### src/rtl/alu_arbiter_if.sv
// Signal bundle between the two requesters, the shared ALU and the alu_arbiter.
// Handshake rule for every valid/ready pair below: a transfer happens on a rising
// clock edge where valid && ready are both high; valid never waits on ready, and the
// payload (op/a/b or rsp_data) stays stable while valid is high and ready is low.
interface alu_arbiter_if #(
    parameter int DATA_W = 8
);
    logic              req0_valid;
    logic              req0_ready;
    logic [1:0]        req0_op;
    logic [DATA_W-1:0] req0_a;
    logic [DATA_W-1:0] req0_b;

    logic              req1_valid;
    logic              req1_ready;
    logic [1:0]        req1_op;
    logic [DATA_W-1:0] req1_a;
    logic [DATA_W-1:0] req1_b;

    logic              rsp0_valid;
    logic              rsp0_ready;
    logic              rsp1_valid;
    logic              rsp1_ready;
    logic [DATA_W-1:0] rsp_data;

    logic [1:0]        alu_opcode;
    logic [DATA_W-1:0] alu_a;
    logic [DATA_W-1:0] alu_b;
    logic [DATA_W-1:0] alu_out;

    logic [7:0]        ops_done;

    // Arbiter side
    modport slave (
        input  req0_valid, req0_op, req0_a, req0_b,
        input  req1_valid, req1_op, req1_a, req1_b,
        input  rsp0_ready, rsp1_ready, alu_out,
        output req0_ready, req1_ready, rsp0_valid, rsp1_valid, rsp_data,
        output alu_opcode, alu_a, alu_b, ops_done
    );

    // Requester / ALU side
    modport master (
        output req0_valid, req0_op, req0_a, req0_b,
        output req1_valid, req1_op, req1_a, req1_b,
        output rsp0_ready, rsp1_ready, alu_out,
        input  req0_ready, req1_ready, rsp0_valid, rsp1_valid, rsp_data,
        input  alu_opcode, alu_a, alu_b, ops_done
    );
endinterface

### src/rtl/alu_arbiter.sv
// Round-robin arbiter that time-shares one combinational ALU between two requesters,
// one operation in flight at a time (IDLE -> EXEC -> RESP).
module alu_arbiter #(
    parameter int DATA_W = 8
) (
    input  logic         clk,
    input  logic         rst_n,
    alu_arbiter_if.slave bus,
    output logic [1:0]   dbg_state
);
    typedef enum logic [1:0] {
        IDLE = 2'd0,
        EXEC = 2'd1,
        RESP = 2'd2
    } state_e;

    state_e            state_q, state_d;
    logic              last_grant_q, last_grant_d;
    logic              owner_q, owner_d;
    logic [1:0]        alu_opcode_q, alu_opcode_d;
    logic [DATA_W-1:0] alu_a_q, alu_a_d;
    logic [DATA_W-1:0] alu_b_q, alu_b_d;
    logic [DATA_W-1:0] rsp_data_q, rsp_data_d;
    logic [7:0]        ops_done_q, ops_done_d;

    logic any_req;
    logic winner;
    logic req_hs;
    logic owner_rsp_ready;
    logic rsp_hs;

    // On a tie the requester that was not served last wins.
    always_comb begin
        any_req = bus.req0_valid | bus.req1_valid;
        if (bus.req0_valid && bus.req1_valid) begin
            winner = ~last_grant_q;
        end else begin
            winner = bus.req1_valid;
        end
        req_hs          = (state_q == IDLE) && any_req;
        owner_rsp_ready = owner_q ? bus.rsp1_ready : bus.rsp0_ready;
        rsp_hs          = (state_q == RESP) && owner_rsp_ready;
    end

    always_ff @(posedge clk or negedge rst_n) begin
        if (!rst_n) begin
            state_q <= IDLE;
        end else begin
            state_q <= state_d;
        end
    end

    always_comb begin
        state_d = state_q;
        unique case (state_q)
            IDLE:    if (any_req) state_d = EXEC;
            EXEC:    state_d = RESP;
            RESP:    if (owner_rsp_ready) state_d = IDLE;
            default: state_d = IDLE;
        endcase
    end

    always_comb begin
        bus.req0_ready = req_hs && !winner;
        bus.req1_ready = req_hs && winner;
        bus.rsp0_valid = (state_q == RESP) && !owner_q;
        bus.rsp1_valid = (state_q == RESP) && owner_q;
        bus.rsp_data   = rsp_data_q;
        bus.alu_opcode = alu_opcode_q;
        bus.alu_a      = alu_a_q;
        bus.alu_b      = alu_b_q;
        bus.ops_done   = ops_done_q;
        dbg_state      = state_q;
    end

    // ALU operand registers keep their last value after an operation completes.
    always_comb begin
        owner_d      = owner_q;
        last_grant_d = last_grant_q;
        alu_opcode_d = alu_opcode_q;
        alu_a_d      = alu_a_q;
        alu_b_d      = alu_b_q;
        rsp_data_d   = rsp_data_q;
        ops_done_d   = ops_done_q;
        if (req_hs) begin
            owner_d      = winner;
            alu_opcode_d = winner ? bus.req1_op : bus.req0_op;
            alu_a_d      = winner ? bus.req1_a  : bus.req0_a;
            alu_b_d      = winner ? bus.req1_b  : bus.req0_b;
        end
        if (state_q == EXEC) begin
            rsp_data_d = bus.alu_out;
        end
        if (rsp_hs) begin
            last_grant_d = owner_q;
            ops_done_d   = ops_done_q + 8'd1;
        end
    end

    always_ff @(posedge clk or negedge rst_n) begin
        if (!rst_n) begin
            owner_q      <= 1'b0;
            last_grant_q <= 1'b1;
            alu_opcode_q <= 2'b00;
            alu_a_q      <= '0;
            alu_b_q      <= '0;
            rsp_data_q   <= '0;
            ops_done_q   <= 8'd0;
        end else begin
            owner_q      <= owner_d;
            last_grant_q <= last_grant_d;
            alu_opcode_q <= alu_opcode_d;
            alu_a_q      <= alu_a_d;
            alu_b_q      <= alu_b_d;
            rsp_data_q   <= rsp_data_d;
            ops_done_q   <= ops_done_d;
        end
    end
endmodule

### src/flat_wrapper.sv
// flat-port wrapper written by rule: the top's interface ports become plain ports
module alu_arbiter_flat 
#(
    parameter int DATA_W = 8
)
  (clk, rst_n, dbg_state, bus_req0_valid, bus_req0_op, bus_req0_a, bus_req0_b, bus_req1_valid, bus_req1_op, bus_req1_a, bus_req1_b, bus_rsp0_ready, bus_rsp1_ready, bus_alu_out, bus_req0_ready, bus_req1_ready, bus_rsp0_valid, bus_rsp1_valid, bus_rsp_data, bus_alu_opcode, bus_alu_a, bus_alu_b, bus_ops_done);
  alu_arbiter_if #(.DATA_W(DATA_W)) bus_i ();
  input  logic clk;
  input  logic rst_n;
  output logic [1:0] dbg_state;
  input wire logic [$bits(bus_i.req0_valid)-1:0] bus_req0_valid;
  input wire logic [$bits(bus_i.req0_op)-1:0] bus_req0_op;
  input wire logic [$bits(bus_i.req0_a)-1:0] bus_req0_a;
  input wire logic [$bits(bus_i.req0_b)-1:0] bus_req0_b;
  input wire logic [$bits(bus_i.req1_valid)-1:0] bus_req1_valid;
  input wire logic [$bits(bus_i.req1_op)-1:0] bus_req1_op;
  input wire logic [$bits(bus_i.req1_a)-1:0] bus_req1_a;
  input wire logic [$bits(bus_i.req1_b)-1:0] bus_req1_b;
  input wire logic [$bits(bus_i.rsp0_ready)-1:0] bus_rsp0_ready;
  input wire logic [$bits(bus_i.rsp1_ready)-1:0] bus_rsp1_ready;
  input wire logic [$bits(bus_i.alu_out)-1:0] bus_alu_out;
  output wire logic [$bits(bus_i.req0_ready)-1:0] bus_req0_ready;
  output wire logic [$bits(bus_i.req1_ready)-1:0] bus_req1_ready;
  output wire logic [$bits(bus_i.rsp0_valid)-1:0] bus_rsp0_valid;
  output wire logic [$bits(bus_i.rsp1_valid)-1:0] bus_rsp1_valid;
  output wire logic [$bits(bus_i.rsp_data)-1:0] bus_rsp_data;
  output wire logic [$bits(bus_i.alu_opcode)-1:0] bus_alu_opcode;
  output wire logic [$bits(bus_i.alu_a)-1:0] bus_alu_a;
  output wire logic [$bits(bus_i.alu_b)-1:0] bus_alu_b;
  output wire logic [$bits(bus_i.ops_done)-1:0] bus_ops_done;
  assign bus_i.req0_valid = bus_req0_valid;
  assign bus_i.req0_op = bus_req0_op;
  assign bus_i.req0_a = bus_req0_a;
  assign bus_i.req0_b = bus_req0_b;
  assign bus_i.req1_valid = bus_req1_valid;
  assign bus_i.req1_op = bus_req1_op;
  assign bus_i.req1_a = bus_req1_a;
  assign bus_i.req1_b = bus_req1_b;
  assign bus_i.rsp0_ready = bus_rsp0_ready;
  assign bus_i.rsp1_ready = bus_rsp1_ready;
  assign bus_i.alu_out = bus_alu_out;
  assign bus_req0_ready = bus_i.req0_ready;
  assign bus_req1_ready = bus_i.req1_ready;
  assign bus_rsp0_valid = bus_i.rsp0_valid;
  assign bus_rsp1_valid = bus_i.rsp1_valid;
  assign bus_rsp_data = bus_i.rsp_data;
  assign bus_alu_opcode = bus_i.alu_opcode;
  assign bus_alu_a = bus_i.alu_a;
  assign bus_alu_b = bus_i.alu_b;
  assign bus_ops_done = bus_i.ops_done;
  alu_arbiter #(.DATA_W(DATA_W)) u_core (.clk(clk), .rst_n(rst_n), .bus(bus_i), .dbg_state(dbg_state));
endmodule
### config.mk
export PLATFORM = sky130hd
export DESIGN_NAME = alu_arbiter_flat
export DESIGN_NICKNAME = d
export VERILOG_FILES = /design/src/rtl/alu_arbiter_if.sv /design/src/rtl/alu_arbiter.sv /design/src/flat_wrapper.sv
export SDC_FILE = /design/constraint.sdc
export NUM_CORES = 1
export LEC_CHECK = 0
export ABC_AREA = 1
export BUFFER_PORTS_ARGS = -buffer_cell sky130_fd_sc_hd__buf_2
export CAP_MARGIN = 10
export CORE_AREA = 2 2 71 73
export DETAILED_ROUTE_END_ITERATION = 16
export DIE_AREA = 0 0 73 75
export PLACE_DENSITY = 0.78
export SLEW_MARGIN = 20
export SYNTH_ARGS = -nofsm -noshare
export SYNTH_HDL_FRONTEND = slang
export SYNTH_SLANG_ARGS = --single-unit
### constraint.sdc
create_clock -name clk -period 1.75 [get_ports clk]
set_clock_uncertainty 0.05 [all_clocks]
set_input_delay 0.175 -clock clk [delete_from_list [all_inputs] [get_ports clk]]
set_output_delay 0.175 -clock clk [all_outputs]
set_load 0.1 [all_outputs]
==> summary.txt, run 1 <==
GRT
  • Grt ovf: 0
  • Largest net degree at the start of global routing: 23
  • Gr usage total: 16.0%
  • First-pass GRT wire length: 6.73 mm
  • Number of global-route vias before repair: between 1500 and 2000
  • Initial antenna violation count: 0

Detailed routing
  • Routed len/inst: 11.7 um
  • # DRC: 0
  • Total Wirelength: 4.13 mm
  • Vias: 1644
  • Via density: 4.66
  • Iter 0 DRT Violations: 63
  • TritonRoute pass-1 iters: 4
  • Final ANT Viol Nets: 0

Synth
  • Post-Syn Instances: 197
  • Post-synth EDFFs: 0
  • Synth unique cells: 26
  • Sequential share of the synthesized area: between 50% and 60%
  • Synthesized net count: 248
  • Ys async rst share: 100%
  • Ys flop type: dfrtp_1
  • #FFs+latches synth: 38
  • Ys Warns: 0
  • Mapped Area: approximately 1800 sq um
  • Syn_area_per_cell: slightly above 9 sq um

Place
  • Port Buffers: 89
  • Hpwl dp: 3.22 mm
  • Final weighted congestion of routability-driven global placement: 0.740

Clock network
  • Clock Sinks: 38
  • CTS Buf Count: 5
  • # H-tree levels: 2
  • CTS clk-pin slew, worst paths: 70 ps
  • Worst skew pair latency: around 280 ps
  • TritonCTS clock tree: built
  • Root Driver: clkbuf_8
  • Max Buffers Root-to-Sink: 2

Worst setup path
  • Critical path capture point type: output port
  • CP required: 1520 ps
  • WS Path Type: reg2out
  • Nature of the critical path startpoint: flip-flop
  • Crit path max fanout: 10
  • Reg2Reg Depth: 7
  • Crit path DAT: 1450 ps

Final layout
  • Fraction of layout cells with a size suffix above 1: 49.2%
  • P&R area growth vs syn: 39.8%
  • Register area: approximately 960 sq um
  • Area occupied by multi-input gates: 792 sq um
  • Antenna cells: 0
  • Most common cell after layout, fill and taps aside: buf_2
  • # fillers: roughly 410
  • Most frequent cells in the layout: buf_2, nand2_1, dfrtp_1
  • Nets@finish: ~350

Die
  • CORE AREA: between 4000 and 5000 sq um
  • Die W: around 73 um
  • Initial Util: 39.1%
  • Row count: 25
  • Die Y: 75 um
  • Die area: 5480 sq um
  • I/O pin count: 90

Job
  • MaxCap Viol Count: 0

Timing
  • Fin crit period: 1670 ps
  • Pin slew with the least headroom to its limit: 498 ps
  • Crit share post-route: 95.7%
  • Max Clk Rate: 597 MHz
  • RSZ-0062 raised after global routing: no
  • Max-slew headroom: between 60% and 70%
  • Fin. Hold Viols: 0
  • Final setup fails: 0
  • Setup_tns: 0 ps
  • Final Max Slew Viols: 0

Hold path
  • Hold WC Path Type: in2reg
  • Hold depth: 3

Outcome
  • Status: completed
[cells in the mapped netlist (2+ instances only)]
master   number  share of area (%)
nand2_2      10                3.4
xor2_1        2               0.96
buf_6         2                1.2
mux2_2        8                4.9
nand4_1       2               0.69
dfrtp_1      37                 51
inv_2         2               0.41
nand3_1      11                3.0
nor2_1        7                1.4
buf_2         2               0.55
o21ai_0       4                1.1
nand3_2       9                4.9
nand2_1      79                 16
inv_1        10                2.1
[sequential cells by signal (all words and copies together) (netlist names)]
name / cells
u_core.bus.alu_a: 8
u_core.bus.alu_b: 8
u_core.bus.alu_opcode: 2
u_core.bus.ops_done: 8
u_core.bus.rsp_data: 8
u_core.dbg_state: 2
u_core.last_grant_q: 1
u_core.owner_q: 1
[stage by stage]
step	instances	util, %	setup WS, ps	cell area [sq um]	hold slack [ps]
after floorplan	197	-	15.0	1850	-171
after global placement	339	51.1	216	2380	110
after detailed placement	339	51.1	143	2380	121
after CTS	349	54.1	45.2	2520	30.2
after global routing	353	54.7	1.27	2550	35.0
final	353	54.7	75.5	2550	44.3
[worst max-delay path: stages, from the launching register on]
cell and delay, ps:
dfrtp_4 490, nor2_2 160, nand2_4 140, a21oi_4 190, buf_12 190
[cell families (layout without fill, tap and decap cells)]
family | after synthesis | after routing | share of synthesized area [%]
AOI/OAI and AO/OA | 6 | 6 | 2.26
xor gates and xnor gates | 3 | 3 | 1.44
adders and majority gates | 1 | 1 | 0.686
buffers and inverters | 17 | 119 | 5.35
DFF | 38 | 38 | 52.2
muxes | 8 | 8 | 4.94
and+or+nand+nor | 124 | 124 | 33.1
[routing by layer]
layer,share of wire [%],global-route usage [%],vias to the layer above
li1,-,-,819
met1,40,18.9,752
met2,52,28.4,68
met3,7.4,3.75,5
met4,1.0,5.76,0
met5,0,0,-
[final timing paths]
| kind | start | endpoint | slack, ps |
|---|---|---|---|
| max | u_core.dbg_state[1] | bus_req0_ready | 80 |
| min | bus_req0_a[2] | u_core.bus.alu_a[2] | 40 |
| max reg2reg | u_core.dbg_state[1] | u_core.bus.alu_b[4] | 160 |
| min reg2reg | u_core.bus.alu_b[0] | u_core.bus.alu_b[0] | 450 |
| max in group asynchronous | rst_n | u_core.bus.ops_done[1] | 720 |
| min in group asynchronous | rst_n | u_core.bus.ops_done[3] | 330 |
[area by class of cell]
cell class | count | share of cell area [%]
Clock buffer | 7 | 3.38
Clock inverter | 1 | 1.18
Inverter | 12 | 1.77
Multi-Input combinational cell | 142 | 31.0
Sequential cell | 38 | 37.6
Tap cell | 54 | 2.65
Timing Repair Buffer | 99 | 22.4
[timing repair]
item / in CTS / in global routing
endpoints found under the setup margin: 2 / 1
buffers inserted: 1 / 4
pin swaps: 0 / 1
hold endpoints to repair: 20 / 0
resized for setup: 2 / 0
hold buffers: 1 / 0
Power of run 1 is left out: the tool's default activity adds up to more than one toggle a clock period on the data nets, which glitch-free logic cannot reach.
==> run 2: changes to the inputs <==
--- a/config.mk
+++ b/config.mk
@@ -9,6 +9,7 @@
 export BUFFER_PORTS_ARGS = -buffer_cell sky130_fd_sc_hd__buf_2
 export CAP_MARGIN = 10
 export CORE_AREA = 2 2 71 73
+export CTS_BUF_LIST = sky130_fd_sc_hd__clkbuf_2
 export DETAILED_ROUTE_END_ITERATION = 16
 export DIE_AREA = 0 0 73 75
 export PLACE_DENSITY = 0.78
==> constraint.sdc (replaced) <==
create_clock -name clk -period 1.9 [get_ports clk]
set_clock_uncertainty 0.05 [all_clocks]
set_input_delay 0.19 -clock clk [delete_from_list [all_inputs] [get_ports clk]]
set_output_delay 0.19 -clock clk [all_outputs]
set_load 0.1 [all_outputs]
==> summary.txt, run 2 (same netlist as run 1, synthesis figures left out) <==
Die
  • I/O pin count: 90 (unchanged)
  • Initial Util: 39.1% (unchanged)
  • Die Y: 75 um (unchanged)
  • Row count: 25 (unchanged)
  • CORE AREA: 4660 sq um (unchanged)
  • Die area: 5480 sq um (unchanged)
  • Die W: 73 um (unchanged)

Place
  • Port Buffers: 89 (unchanged)
  • Hpwl dp: 3.00 mm (-6.5%)
  • Placed cell areas: 2360 sq um (-0.84%)
  • Final weighted congestion of routability-driven global placement: 0.737 (-0.39%)

Hold path
  • Hold WC Path Type: in2reg

Final layout
  • Nets@finish: 390 (+12%)
  • Fraction of layout cells with a size suffix above 1: 41.8% (-7.4 points)
  • Antenna cells: 0 (unchanged)
  • Area occupied by multi-input gates: 803 sq um (+1.4%)
  • P&R area growth vs syn: 57.8%
  • Design area: 2880 sq um (+13%)
  • Most common cell after layout, fill and taps aside: buf_2
  • # fillers: 382 (-7.1%)
  • Register area: 955 sq um (-0.52%)
  • Most frequent cells in the layout: buf_2, nand2_1, dlygate4sd3_1

GRT
  • Grt ovf: 0 (unchanged)
  • Initial antenna violation count: 0 (unchanged)
  • Number of global-route vias before repair: 1778 (+15%)
  • First-pass GRT wire length: 7.83 mm (+16%)
  • Largest net degree at the start of global routing: 21 (-8.7%)
  • Gr usage total: 18.9% (+2.9 points)

Timing
  • Final Max Slew Viols: 0 (unchanged)
  • Fin crit period: 1790 ps
  • Max Clk Rate: 559 MHz
  • Max-slew headroom: 67.0% (about the same)
  • Fin. Hold Viols: 0 (unchanged)
  • Pin slew with the least headroom to its limit: 498 ps (+0.0302 ps)
  • Final setup fails: 0 (unchanged)
  • Crit share post-route: between 90% and 100%

Clock network
  • # H-tree levels: 2 (unchanged)
  • Worst skew pair latency: 370 ps (+90 ps)
  • Root Driver: clkbuf_2
  • Clock Sinks: 38 (unchanged)
  • Max Buffers Root-to-Sink: 2 (unchanged)
  • TritonCTS clock tree: built
  • CTS Buf Count: 5 (unchanged)
  • CTS clk-pin slew, worst paths: 180 ps (+110 ps)

Detailed routing
  • Final ANT Viol Nets: 0 (unchanged)
  • Via density: 4.55 (-2.2%)
  • # DRC: 0 (unchanged)
  • Total Wirelength: 5.09 mm (+23%)
  • Iter 0 DRT Violations: 57 (-9.5%)
  • TritonRoute pass-1 iters: 4 (unchanged)
  • Vias: 1794 (+9.1%)
  • Routed len/inst: 12.9 um (+10%)

Worst setup path
  • Nature of the critical path startpoint: flip-flop
  • CP required: 1660 ps (+140 ps)
  • Crit path DAT: 1550 ps (+100 ps)
  • Crit path max fanout: 11 (+1)
  • WS Path Type: reg2out
  • Critical path capture point type: output port

Job
  • MaxCap Viol Count: 0 (unchanged)

Outcome
  • Status: completed
==> run 2: cell count changes in the layout (fill, tap and decap cells not counted), sizes merged <==
cell	before	now
clkinv	0	2
buf	98	92
clkbuf	7	8
dlygate4sd3	1	45
nand2	90	91
bufinv	1	0
==> run 2: critical path, stage by stage (launching register included) <==
cell     delay (ps)
dfrtp_2         470
nor2_4          170
nand2_4         150
a21oi_4         180
buf_12          190
==> run 2: cell type report <==
class,instances,share of cell area (%)
clock inverters,2,0.304
inverters,12,1.57
clock buffers,6,1.04
well taps,54,2.35
multi-input cells,143,27.9
repair buffers,139,33.7
flip-flops and latches,38,33.2
==> run 2: stage by stage <==
step	TNS [ps]	utilization (%)	hold WS [ps]	instances	worst slack [ps]
final	0	61.7	134	394	113
after global placement	0	50.7	116	339	347
after global routing	-2.41	61.7	127	394	-2.41
after floorplan	0	-	-156	197	20.6
after CTS	0	61.5	129	394	10.3
after detailed placement	0	50.7	123	339	315
==> run 2: path summary, 6_finish.rpt <==
kind,from,end,slack [ps],cells past startpoint
setup / recovery,u_core.dbg_state[1],bus_req0_ready,110,4
hold / removal,bus_rsp1_ready,u_core.dbg_state[1],130,4
setup reg to reg,u_core.dbg_state[1],u_core.bus.alu_b[3],290,7
hold reg to reg,u_core.bus.alu_a[2],u_core.bus.alu_a[2],460,2
max in group asynchronous,rst_n,u_core.last_grant_q,1280,3
min in group asynchronous,rst_n,u_core.bus.rsp_data[3],230,3
==> run 2: metal layers <==
metal	share of wire, %	wire length (um)	vias to the layer above	track usage (%)
li1	-	-	905	-
met1	39	2000	805	21.4
met2	53	2710	75	34.0
met3	6.0	307	9	5.49
met4	1.5	78	0	6.79
met5	0	0	-	0
==> run 2: what timing repair did <==
item | in CTS | in global routing
hold endpoints to repair | 64 | 0
cloned | 1 | 0
gates resized for setup | 1 | 3
hold buffers | 45 | 0
setup endpoints to repair | 2 | 4
setup buffers | 1 | 0
pin swaps | 2 | 0
Power of run 2 is left out for the same reason.
